`src/rtl/tdm_demux_16_pkg.sv`:
```
// tdm_pkg: shared defaults and types for the 16-channel TDM receive path.
// Optional build macro: TDM_PARITY_EN. When it is defined, each frame carries
// one extra even-parity slot.
package tdm_pkg;

  // Default channel count and slot index width (log2 of the channel count)
  localparam int N_CH_DEF  = 16;
  localparam int SEL_W_DEF = 4;

  // Receive FSM. COMPLETE lasts one cycle after the last slot of a frame. It
  // accepts a new frame_start exactly like IDLE, so frames can run back to back.
  typedef enum logic [1:0] {
    IDLE     = 2'd0,
    COLLECT  = 2'd1,
    COMPLETE = 2'd2
  } state_e;

  // One assembled frame; bit k holds slot k
  typedef logic [N_CH_DEF-1:0] frame_t;

endpackage

```
`src/rtl/tdm_demux_16_demux_1_to_4.sv`:
```
// demux_1_to_4: 1-to-4 one-hot decoder with enable. It is the building block
// of the slot write-enable tree. This module has no build options; the
// optional TDM_PARITY_EN feature of the demux lives in the top level.
module demux_1_to_4 (
  input  logic       en,
  input  logic [1:0] sel,
  output logic [3:0] y
);

  // One-hot select, all zero when disabled
  always_comb begin
    y = '0;
    if (en) y[sel] = 1'b1;
  end

endmodule

```
`src/rtl/tdm_demux_16.sv`:
```
// tdm_demux_16: serial-to-parallel TDM receiver. One bit arrives per channel
// slot. A complete frame is presented as a parallel word through a
// valid/ready handshake.
// Optional build macro: TDM_PARITY_EN. It adds an even-parity slot at index
// N_CH and a sticky parity_err output; frames with bad parity are dropped.
module tdm_demux_16
  import tdm_pkg::*;
#(
  parameter int N_CH  = N_CH_DEF,
  parameter int SEL_W = SEL_W_DEF
) (
  input  logic            clk,
  input  logic            rst,
  input  logic            in_bit,
  input  logic            in_valid,
  input  logic            frame_start,
  output logic [N_CH-1:0] out_data,
  output logic            out_valid,
  input  logic            out_ready,
`ifdef TDM_PARITY_EN
  output logic [SEL_W:0]  slot_idx,
  output logic            parity_err,
`else
  output logic [SEL_W-1:0] slot_idx,
`endif
  output logic            overrun,
  output logic            sync_err,
  input  logic            err_clr
);

`ifdef TDM_PARITY_EN
  // The slot counter is one bit wider so that it can reach the parity slot
  localparam int CNT_W = SEL_W + 1;
  localparam int LAST  = N_CH;
`else
  localparam int CNT_W = SEL_W;
  localparam int LAST  = N_CH - 1;
`endif
  localparam logic [CNT_W-1:0] LAST_SLOT = CNT_W'(LAST);
  localparam logic [CNT_W-1:0] SLOT_ONE  = CNT_W'(1);

  state_e          state;
  logic [N_CH-1:0] shadow;

  logic            start, collecting, restart, begin_frame, step, last;
  logic            wr_first, data_slot, dec_en;
  logic [SEL_W-1:0] dec_idx;
  logic [3:0]      idx4;
  logic [3:0]      grp_en;
  logic [3:0][3:0] we_grp;
  logic [15:0]     we16;
  logic [N_CH-1:0] we, shadow_base, shadow_wr, frame_word;
  logic            parity_ok, frame_good, deliver, lost;

  // Classify the current input cycle against the FSM state
  always_comb begin
    start       = in_valid & frame_start;
    collecting  = (state == COLLECT);
    restart     = collecting & start;             // frame_start arrived mid-frame
    begin_frame = ~collecting & start;            // IDLE or COMPLETE
    step        = collecting & in_valid & ~frame_start;
    last        = step & (slot_idx == LAST_SLOT);
    wr_first    = begin_frame | restart;
`ifdef TDM_PARITY_EN
    data_slot   = step & (slot_idx != LAST_SLOT); // the parity slot never writes the shadow
`else
    data_slot   = step;
`endif
    dec_en      = wr_first | data_slot;
    dec_idx     = wr_first ? '0 : slot_idx[SEL_W-1:0];
    idx4        = 4'(dec_idx);
  end

  // 4-to-16 write-enable tree: the root decodes the upper index pair and
  // enables one of four leaves, each of which decodes the lower pair
  demux_1_to_4 u_root (
    .en  (dec_en),
    .sel (idx4[3:2]),
    .y   (grp_en)
  );

  for (genvar g = 0; g < 4; g++) begin : g_leaf
    demux_1_to_4 u_leaf (
      .en  (grp_en[g]),
      .sel (idx4[1:0]),
      .y   (we_grp[g])
    );
  end

  assign we16 = we_grp;
  assign we   = we16[N_CH-1:0];

  // Merge the incoming bit into the shadow. A restart discards the partial frame first.
  always_comb begin
    shadow_base = restart ? '0 : shadow;
    shadow_wr   = (shadow_base & ~we) | (we & {N_CH{in_bit}});
`ifdef TDM_PARITY_EN
    frame_word  = shadow;
    parity_ok   = ((^shadow) == in_bit);
`else
    frame_word  = shadow_wr;
    parity_ok   = 1'b1;
`endif
    frame_good  = last & parity_ok;
    deliver     = frame_good & (~out_valid | out_ready);
    lost        = frame_good & out_valid & ~out_ready;
  end

  // FSM, slot counter and shadow register
  always_ff @(posedge clk) begin
    if (rst) begin
      state    <= IDLE;
      slot_idx <= '0;
      shadow   <= '0;
    end else if (wr_first) begin
      state    <= COLLECT;
      slot_idx <= SLOT_ONE;
      shadow   <= shadow_wr;
    end else if (last) begin
      state    <= COMPLETE;
      slot_idx <= '0;
      shadow   <= '0;
    end else if (step) begin
      slot_idx <= slot_idx + SLOT_ONE;
      shadow   <= shadow_wr;
    end else if (state == COMPLETE) begin
      state    <= IDLE;
    end
  end

  // Output register. A completed frame may replace a frame that is being taken this cycle.
  always_ff @(posedge clk) begin
    if (rst) begin
      out_data  <= '0;
      out_valid <= 1'b0;
    end else if (deliver) begin
      out_data  <= frame_word;
      out_valid <= 1'b1;
    end else if (out_valid & out_ready) begin
      out_valid <= 1'b0;
    end
  end

  // Sticky error flags. A new error in the same cycle overrides err_clr.
  always_ff @(posedge clk) begin
    if (rst) begin
      overrun  <= 1'b0;
      sync_err <= 1'b0;
    end else begin
      overrun  <= lost    | (overrun  & ~err_clr);
      sync_err <= restart | (sync_err & ~err_clr);
    end
  end

`ifdef TDM_PARITY_EN
  // Sticky parity error: a frame was dropped for bad parity
  always_ff @(posedge clk) begin
    if (rst) parity_err <= 1'b0;
    else     parity_err <= (last & ~parity_ok) | (parity_err & ~err_clr);
  end
`endif

endmodule

```
`config.mk`:
```
export PLATFORM = sky130hd
export DESIGN_NAME = tdm_demux_16
export DESIGN_NICKNAME = d
export VERILOG_FILES = /design/src/rtl/tdm_demux_16_pkg.sv /design/src/rtl/tdm_demux_16_demux_1_to_4.sv /design/src/rtl/tdm_demux_16.sv
export SDC_FILE = /design/constraint.sdc
export NUM_CORES = 1
export LEC_CHECK = 0
export CORE_MARGIN = 5
export CORE_UTILIZATION = 40
export CTS_BUF_LIST = sky130_fd_sc_hd__clkbuf_8
export DETAILED_ROUTE_END_ITERATION = 10
export GPL_ROUTABILITY_DRIVEN = 1
export PLACE_DENSITY = 0.67
export REMOVE_ABC_BUFFERS = 1
export SKIP_CTS_REPAIR_TIMING = 1
export SLEW_MARGIN = 10
export SYNTH_ARGS = -nofsm -noshare
export SYNTH_HDL_FRONTEND = slang
export SYNTH_HIERARCHICAL = 1
export SYNTH_SLANG_ARGS = --single-unit
```
`constraint.sdc`:
```
create_clock -name clk -period 2.3 [get_ports clk]
set_input_delay 0.46 -clock clk [delete_from_list [all_inputs] [get_ports clk]]
set_output_delay 0.46 -clock clk [all_outputs]
set_load 0.02 [all_outputs]
```
==> results of run 1 <==
==> critical path, delay by kind of cell <==
family / cells / cell delay, ns
compound gates: 3 / 0.56
simple gates: 4 / 0.66
buf+inv: 3 / 0.65
==> power groups by stage <==
stage	clock, mW	sequential (mW)	combinational (mW)
after global placement	0	0.733	0.0931
final	0.444	0.717	0.0944
after global routing	0.494	0.717	0.104
after floorplan	0	0.735	0.0341
after detailed placement	0	0.733	0.0943
after CTS	0.461	0.717	0.0952
==> final cells by class <==
class                      instances  share of cell area
timing repair buffer              46              0.1650
tap                               70             0.03458
clock buffer                       5             0.02717
inverter                           3            0.004447
multi-input combinational        186              0.4402
clock inverter                     3            0.004447
sequential                        41              0.3241
==> flip-flops by register name (all words and copies together), names as in the netlist <==
signal     cells
shadow        16
sync_err       1
overrun        1
slot_idx       4
state          2
out_valid      1
out_data      16
==> layout by cell type (no fill, tap or decap), drive strengths merged <==
cell	Yosys	routed
and4bb	1	1
a2bb2oi	1	1
buf	8	17
o21ai	18	18
ha	1	1
and2	4	4
xor2	1	1
clkbuf	6	5
and3b	10	10
and4b	1	1
nand3b	1	1
inv	3	6
nor3b	5	5
dfxtp	41	41
nor2	19	19
mux2i	17	17
or3	1	1
nor3	2	2
clkdlybuf4s50	0	29
nor2b	1	1
nand2	38	38
nand3	17	17
and3	6	6
a21oi	23	23
nand2b	19	19
==> logic make-up after synthesis <==
family          share of synthesized area
compound gates                     0.1071
xor+xnor                         0.004308
fa+ha+maj                        0.006153
buf+inv                           0.04861
flops                              0.4037
mux                               0.08369
simple gates                       0.3465
==> cell usage after synthesis (2+ instances only) <==
master / instances
nor3b_2: 5
nand2_1: 37
nor2_1: 19
dfxtp_1: 41
buf_2: 4
a21oi_1: 23
buf_6: 2
mux2i_1: 17
and3b_1: 10
nand3_1: 16
and2_1: 4
and3_2: 5
inv_1: 2
clkbuf_1: 6
nor3_1: 2
nand2b_1: 19
o21ai_1: 6
o21ai_0: 11
==> metal layers <==
| layer | track usage | vias to the layer above | wire length (um) | part of all wire |
|---|---|---|---|---|
| li1 | - | 914 | - | - |
| met1 | 0.1901 | 803 | 2056 | 0.47 |
| met2 | 0.2508 | 33 | 2036 | 0.47 |
| met3 | 0.03548 | 7 | 175 | 0.040 |
| met4 | 0.06081 | 0 | 61 | 0.014 |
| met5 | 0 | - | 0 | 0 |
==> worst max path at each step <==
stage / startpoint / end / depth (start not counted)
CTS: in_valid / shadow[0]$_SDFFE_PP0P_ / 9
global placement: frame_start / shadow[15]$_SDFFE_PP0P_ / 10
finish: frame_start / shadow[12]$_SDFFE_PP0P_ / 10
global route: frame_start / shadow[4]$_SDFFE_PP0P_ / 9
floorplan: frame_start / shadow[15]$_SDFFE_PP0P_ / 8
detailed placement: in_valid / shadow[0]$_SDFFE_PP0P_ / 9
==> results.yml, run 1 <==
run_status:
  outcome: "finished clean"
setup_path:
  rr_endpoint: "shadow[12]$_SDFFE_PP0P_"
  critical_path.cell_chain: "clkdlybuf4s50_1 -> buf_4 -> o21ai_2 -> inv_2 -> and3_2 -> nor3b_2 -> nand2b_1 -> o21ai_0 -> nand3_1 -> a21oi_1"
  worst_ep_arrival_time_ns: 2.34
  path_class: "input port to flip-flop"
  worst-endpoint-required_ns: 2.53
  critical_path_peak_fanout: 7
  crit_path_end_kind: "flip-flop"
  worst_r2r_startpoint: "state[0]$_SDFFE_PP0P_"
  worst-r2r-setup-slack_ns: 0.47
  worst_path_largest_cell_delay_ns: 0.42
  cp_max_stage_cell: "clkdlybuf4s50_1"
  start_kind: "input port"
  r2r.worst_path.cells: 9
global_routing:
  antenna_found_initial: 0
  first_global_vias: 1699
  overflow: 0
  grt_first_pass_wirelength_um: 7803
  track_usage: 0.1521
  grt_start_max_net_pins: 32
power:
  powerDensity_mw_per_mm2: 495.7
  p_sw_mw: 0.3003
  logic_pwr_share: 0.075
  cell_internal_pwr_mw: 0.9551
  peakVddDrop_mv: 0.3142
  switching_share: 0.2392
  power.total_mw: 1.255
  power.leakage_nw: 1.065
  seq_power_share: 0.571
  power_frac_clock: 0.354
timing:
  final.hold.worst_slack_ns: 0.4586
  slew_at_the_pin_with_the_worst_max_slew_slack_ns: 0.3489
  maximum_clock_rate_mhz: 472.3
  timing.final.hold_violations: 0
  slew-limit-headroom: 0.7674
  final_max_slew_viol_count: 0
  setup_tns_ns: 0
  layout_setup_ws_ns: 0.1828
  setup_violations: 0
  post-route-period-util: 0.9205
  grt_setup_unrepaired: "false"
  worst_clock_skew_ns: 0.006718
  final_period_minus_worst_setup_slack_ns: 2.117
synth:
  synth.lib_cells_used.distinct: 33
  yosys.area.top_type_share: 0.4037
  synth_seq_cells: 41
  synth_edf_count: 0
  post_synth_instance_area_mm2: 0.002033
  share_of_async_settable_or_async_resettable_flops_after_synthesis: 0
  netlist_top_cells_area: "dfxtp_1 (40%), mux2i_1 (8.4%), nand2_1 (6.8%), nand2b_1 (5.8%), a21oi_1 (5.7%)"
  dominantRegCellSynth: "dfxtp_1"
  synth_cells: 244
  register_area_share_after_synthesis: 0.4037
  postSynthAreaPerCell_um2: 8.333
  yosys_warnings: 6
  synth.largest_area_cell: "dfxtp_1"
placement:
  placed_area_mm2: 0.002451
  hpwlAfterDp_um: 2954
  place.detailed.instances: 346
  gpl.final_weighted_congestion: 0.7494
  dp_worst_setup_slack_ns: -0.1479
  port-buffer-count: 29
hold_path:
  hp-start: "shadow[15]$_SDFFE_PP0P_"
  holdPathEnd: "shadow[15]$_SDFFE_PP0P_"
  hold_path_depth: 2
  hold_path_class: "flip-flop to flip-flop"
route:
  post_drt_wl_per_cell_um: 12.23
  drt_wl_total_um: 4329
  drt.antenna.violating_nets: 0
  via_density_per_instance: 4.963
  remaining_drc_errors: 0
  drtIter0Drc: 91
  routed-via-count: 1757
  detailedRoute.firstPassIterationCount: 4
finish:
  post-route-util: 0.5055
  nFillCells: 482
  final_net_count: 291
  finish.cell_count_without_fillers: 354
  post-route-cell-area_mm2: 0.002532
  area.sequential_um2: 820.8
  fraction_of_layout_cells_with_a_size_suffix_above_1: 0.1303
  multi_input_area_mm2: 0.001115
  growth_of_design_area_from_synthesis_to_finish_pct: 24.55
  insertedDiodeCount: 0
clock_tree:
  clkTransAtPathRegs_ns: 0.08
  tritoncts: "done"
  clock_insertion_delay_worst_skew_ns: 0.29
  htreeDepth: 2
  cts_buffers: 5
  cts_max_path_buffers: 2
  cts-root-buf: "clkbuf_8"
  clkSinkCount: 41
die:
  die_w_um: 81.30
  die_height_um: 81.30
  fp.coreArea_mm2: 0.005010
  die_area_mm2: 0.006609
  floorplan.initialDensity: 0.4058
  num_rows: 26
  pin_count: 30
job:
  maxCapViolations: 0
(Power assumes the default switching activity.)
==> run 2: changes to the inputs <==
--- a/config.mk
+++ b/config.mk
@@ -10,7 +10,9 @@
 export CTS_BUF_LIST = sky130_fd_sc_hd__clkbuf_8
 export DETAILED_ROUTE_END_ITERATION = 10
 export GPL_ROUTABILITY_DRIVEN = 1
-export PLACE_DENSITY = 0.67
+export GPL_TIMING_DRIVEN = 0
+export MAX_ROUTING_LAYER = met4
+export PLACE_DENSITY = 0.66
 export REMOVE_ABC_BUFFERS = 1
 export SKIP_CTS_REPAIR_TIMING = 1
 export SLEW_MARGIN = 10
==> results.yml, run 2 (same netlist as run 1, synthesis figures left out) <==
die:
  die_w_um: 81.30
  num_rows: 26
  die_area_mm2: 0.006609
  die_height_um: 81.30
  pin_count: 30
  fp.coreArea_mm2: 0.005010
  floorplan.initialDensity: 0.4058
power:
  peakVddDrop_mv: 0.3885
  powerDensity_mw_per_mm2: 500.8
  power.leakage_nw: 1.005
clock_tree:
  cts-root-buf: "clkbuf_8"
  clock_insertion_delay_worst_skew_ns: 0.29
  htreeDepth: 2
  clkSinkCount: 41
  tritoncts: "done"
  cts_max_path_buffers: 2
  clkTransAtPathRegs_ns: 0.07
  cts_buffers: 5
setup_path:
  worst_ep_arrival_time_ns: 2.44
  critical_path.cell_chain: "clkdlybuf4s50_1 -> o21ai_4 -> inv_4 -> and3_2 -> and3_2 -> nand2b_1 -> o21ai_0 -> nand3_1 -> a21oi_1"
  path_class: "input port to flip-flop"
  critical-path-top-cell-by-count: "and3_2"
  r2r.worst_path.cells: 9
  start_kind: "input port"
  worst-r2r-setup-slack_ns: 0.30
  crit_path_end_kind: "flip-flop"
  rr_endpoint: "shadow[15]$_SDFFE_PP0P_"
  worst-endpoint-required_ns: 2.52
  critical_path.n_buffers_inverters: 2
  cpLargestDelayFamily: "simple AND/OR/NAND/NOR gates"
  worst_path_largest_cell_delay_ns: 0.51
  cp_max_stage_cell: "clkdlybuf4s50_1"
  critical_path_peak_fanout: 21
  worst_r2r_startpoint: "state[0]$_SDFFE_PP0P_"
hold_path:
  hold_path_class: "flip-flop to flip-flop"
  hp-start: "shadow[3]$_SDFFE_PP0P_"
  hold_path_depth: 2
  holdPathEnd: "shadow[3]$_SDFFE_PP0P_"
run_status:
  outcome: "finished clean"
timing:
  setup_violations: 0
  post-route-period-util: 0.9651
  worst_clock_skew_ns: 0.007330
  slew-limit-headroom: 0.5345
  final_max_slew_viol_count: 0
  final_period_minus_worst_setup_slack_ns: 2.220
  layout_setup_ws_ns: 0.08022
  slew_at_the_pin_with_the_worst_max_slew_slack_ns: 0.6982
  maximum_clock_rate_mhz: 450.5
  timing.final.hold_violations: 0
finish:
  mostFrequentLayoutCell: "dfxtp_1"
  insertedDiodeCount: 0
  post-route-util: 0.4890
  top_regs: "out_data: 16 flops, shadow: 16 flops, slot_idx: 4 flops"
  multi_input_area_mm2: 0.001129
  nFillCells: 516
  post-route-cell-area_mm2: 0.002450
  growth_of_design_area_from_synthesis_to_finish_pct: 20.49
  fraction_of_layout_cells_with_a_size_suffix_above_1: 0.1111
  area.sequential_um2: 820.8
  final_net_count: 279
  mostFrequentLayoutCells: "dfxtp_1 (41), nand2_1 (35), clkdlybuf4s50_1 (27)"
job:
  maxCapViolations: 0
route:
  remaining_drc_errors: 0
  drt_wl_total_um: 4210
  routed-via-count: 1681
  detailedRoute.firstPassIterationCount: 4
  post_drt_wl_per_cell_um: 12.38
  via_density_per_instance: 4.944
  drt.antenna.violating_nets: 0
  drtIter0Drc: 140
global_routing:
  grt_start_max_net_pins: 39
  antenna_found_initial: 0
  first_global_vias: 1510
  overflow: 0
  grt_first_pass_wirelength_um: 6962
  track_usage: 0.1378
placement:
  hpwlAfterDp_um: 2649
  gpl.final_weighted_congestion: 0.7635
  port-buffer-count: 29
  placed_area_mm2: 0.002318
  dp_worst_setup_slack_ns: -0.9371
[run 2: changes by cell type in the layout (fill, tap and decap cells not counted), sizes merged]
| cell | before | now |
|---|---|---|
| clkdlybuf4s50 | 29 | 27 |
| dlymetal6s2s | 0 | 1 |
| inv | 6 | 3 |
| buf | 17 | 6 |
| clkinv | 0 | 1 |
[run 2: where the power goes]
| group | switching (mW) | internal (mW) |
|---|---|---|
| Clock | 0.223 | 0.199 |
| Combinational | 0.0553 | 0.0324 |
| Sequential | 0.00353 | 0.713 |
| Total | 0.282 | 0.945 |
[run 2: layout make-up]
type / instances / share of cell area
Timing Repair Buffer: 34 / 0.1328
Clock buffer: 5 / 0.02809
Tap cell: 70 / 0.03575
Inverter: 3 / 0.005618
Clock inverter: 1 / 0.002043
Multi-Input combinational cell: 186 / 0.4607
Sequential cell: 41 / 0.3350
[run 2: how the worst max path moves through the flow]
stage / from / endpoint / slack (ns) / depth (start not counted)
2_1_floorplan: frame_start / shadow[15]$_SDFFE_PP0P_ / 0.14 / 8
3_3_place_gp: frame_start / shadow[4]$_SDFFE_PP0P_ / -0.94 / 9
3_5_place_dp: frame_start / shadow[4]$_SDFFE_PP0P_ / -0.94 / 9
4_1_cts: frame_start / shadow[12]$_SDFFE_PP0P_ / -0.64 / 9
5_1_grt: frame_start / shadow[14]$_SDFFE_PP0P_ / -0.02 / 9
6_report: frame_start / shadow[15]$_SDFFE_PP0P_ / 0.08 / 9
[run 2: metrics by stage]
stage | cells | hold WS (ns) | TNS, ns | power, mW
final | 340 | 0.4556 | 0 | 1.227
after global routing | 340 | 0.4747 | -0.01990 | 1.282
after CTS | 335 | 0.4592 | -16.60 | 1.234
after detailed placement | 329 | 0.4493 | -26.75 | 0.8100
after global placement | 329 | 0.4424 | -27.86 | 0.8108
after floorplan | 230 | 0.4308 | 0 | 0.7689
[run 2: routing by layer]
layer / track usage / share of wire / vias up
li1: - / - / 880
met1: 0.1713 / 0.48 / 764
met2: 0.2166 / 0.47 / 35
met3: 0.02993 / 0.039 / 2
met4: 0.05574 / 0.0095 / 0
met5: - / 0 / -
[run 2: worst min-delay path: stages, from the launching register on]
cell and delay, ns:
dfxtp_1 0.31, nand2_1 0.05, a21oi_1 0.05
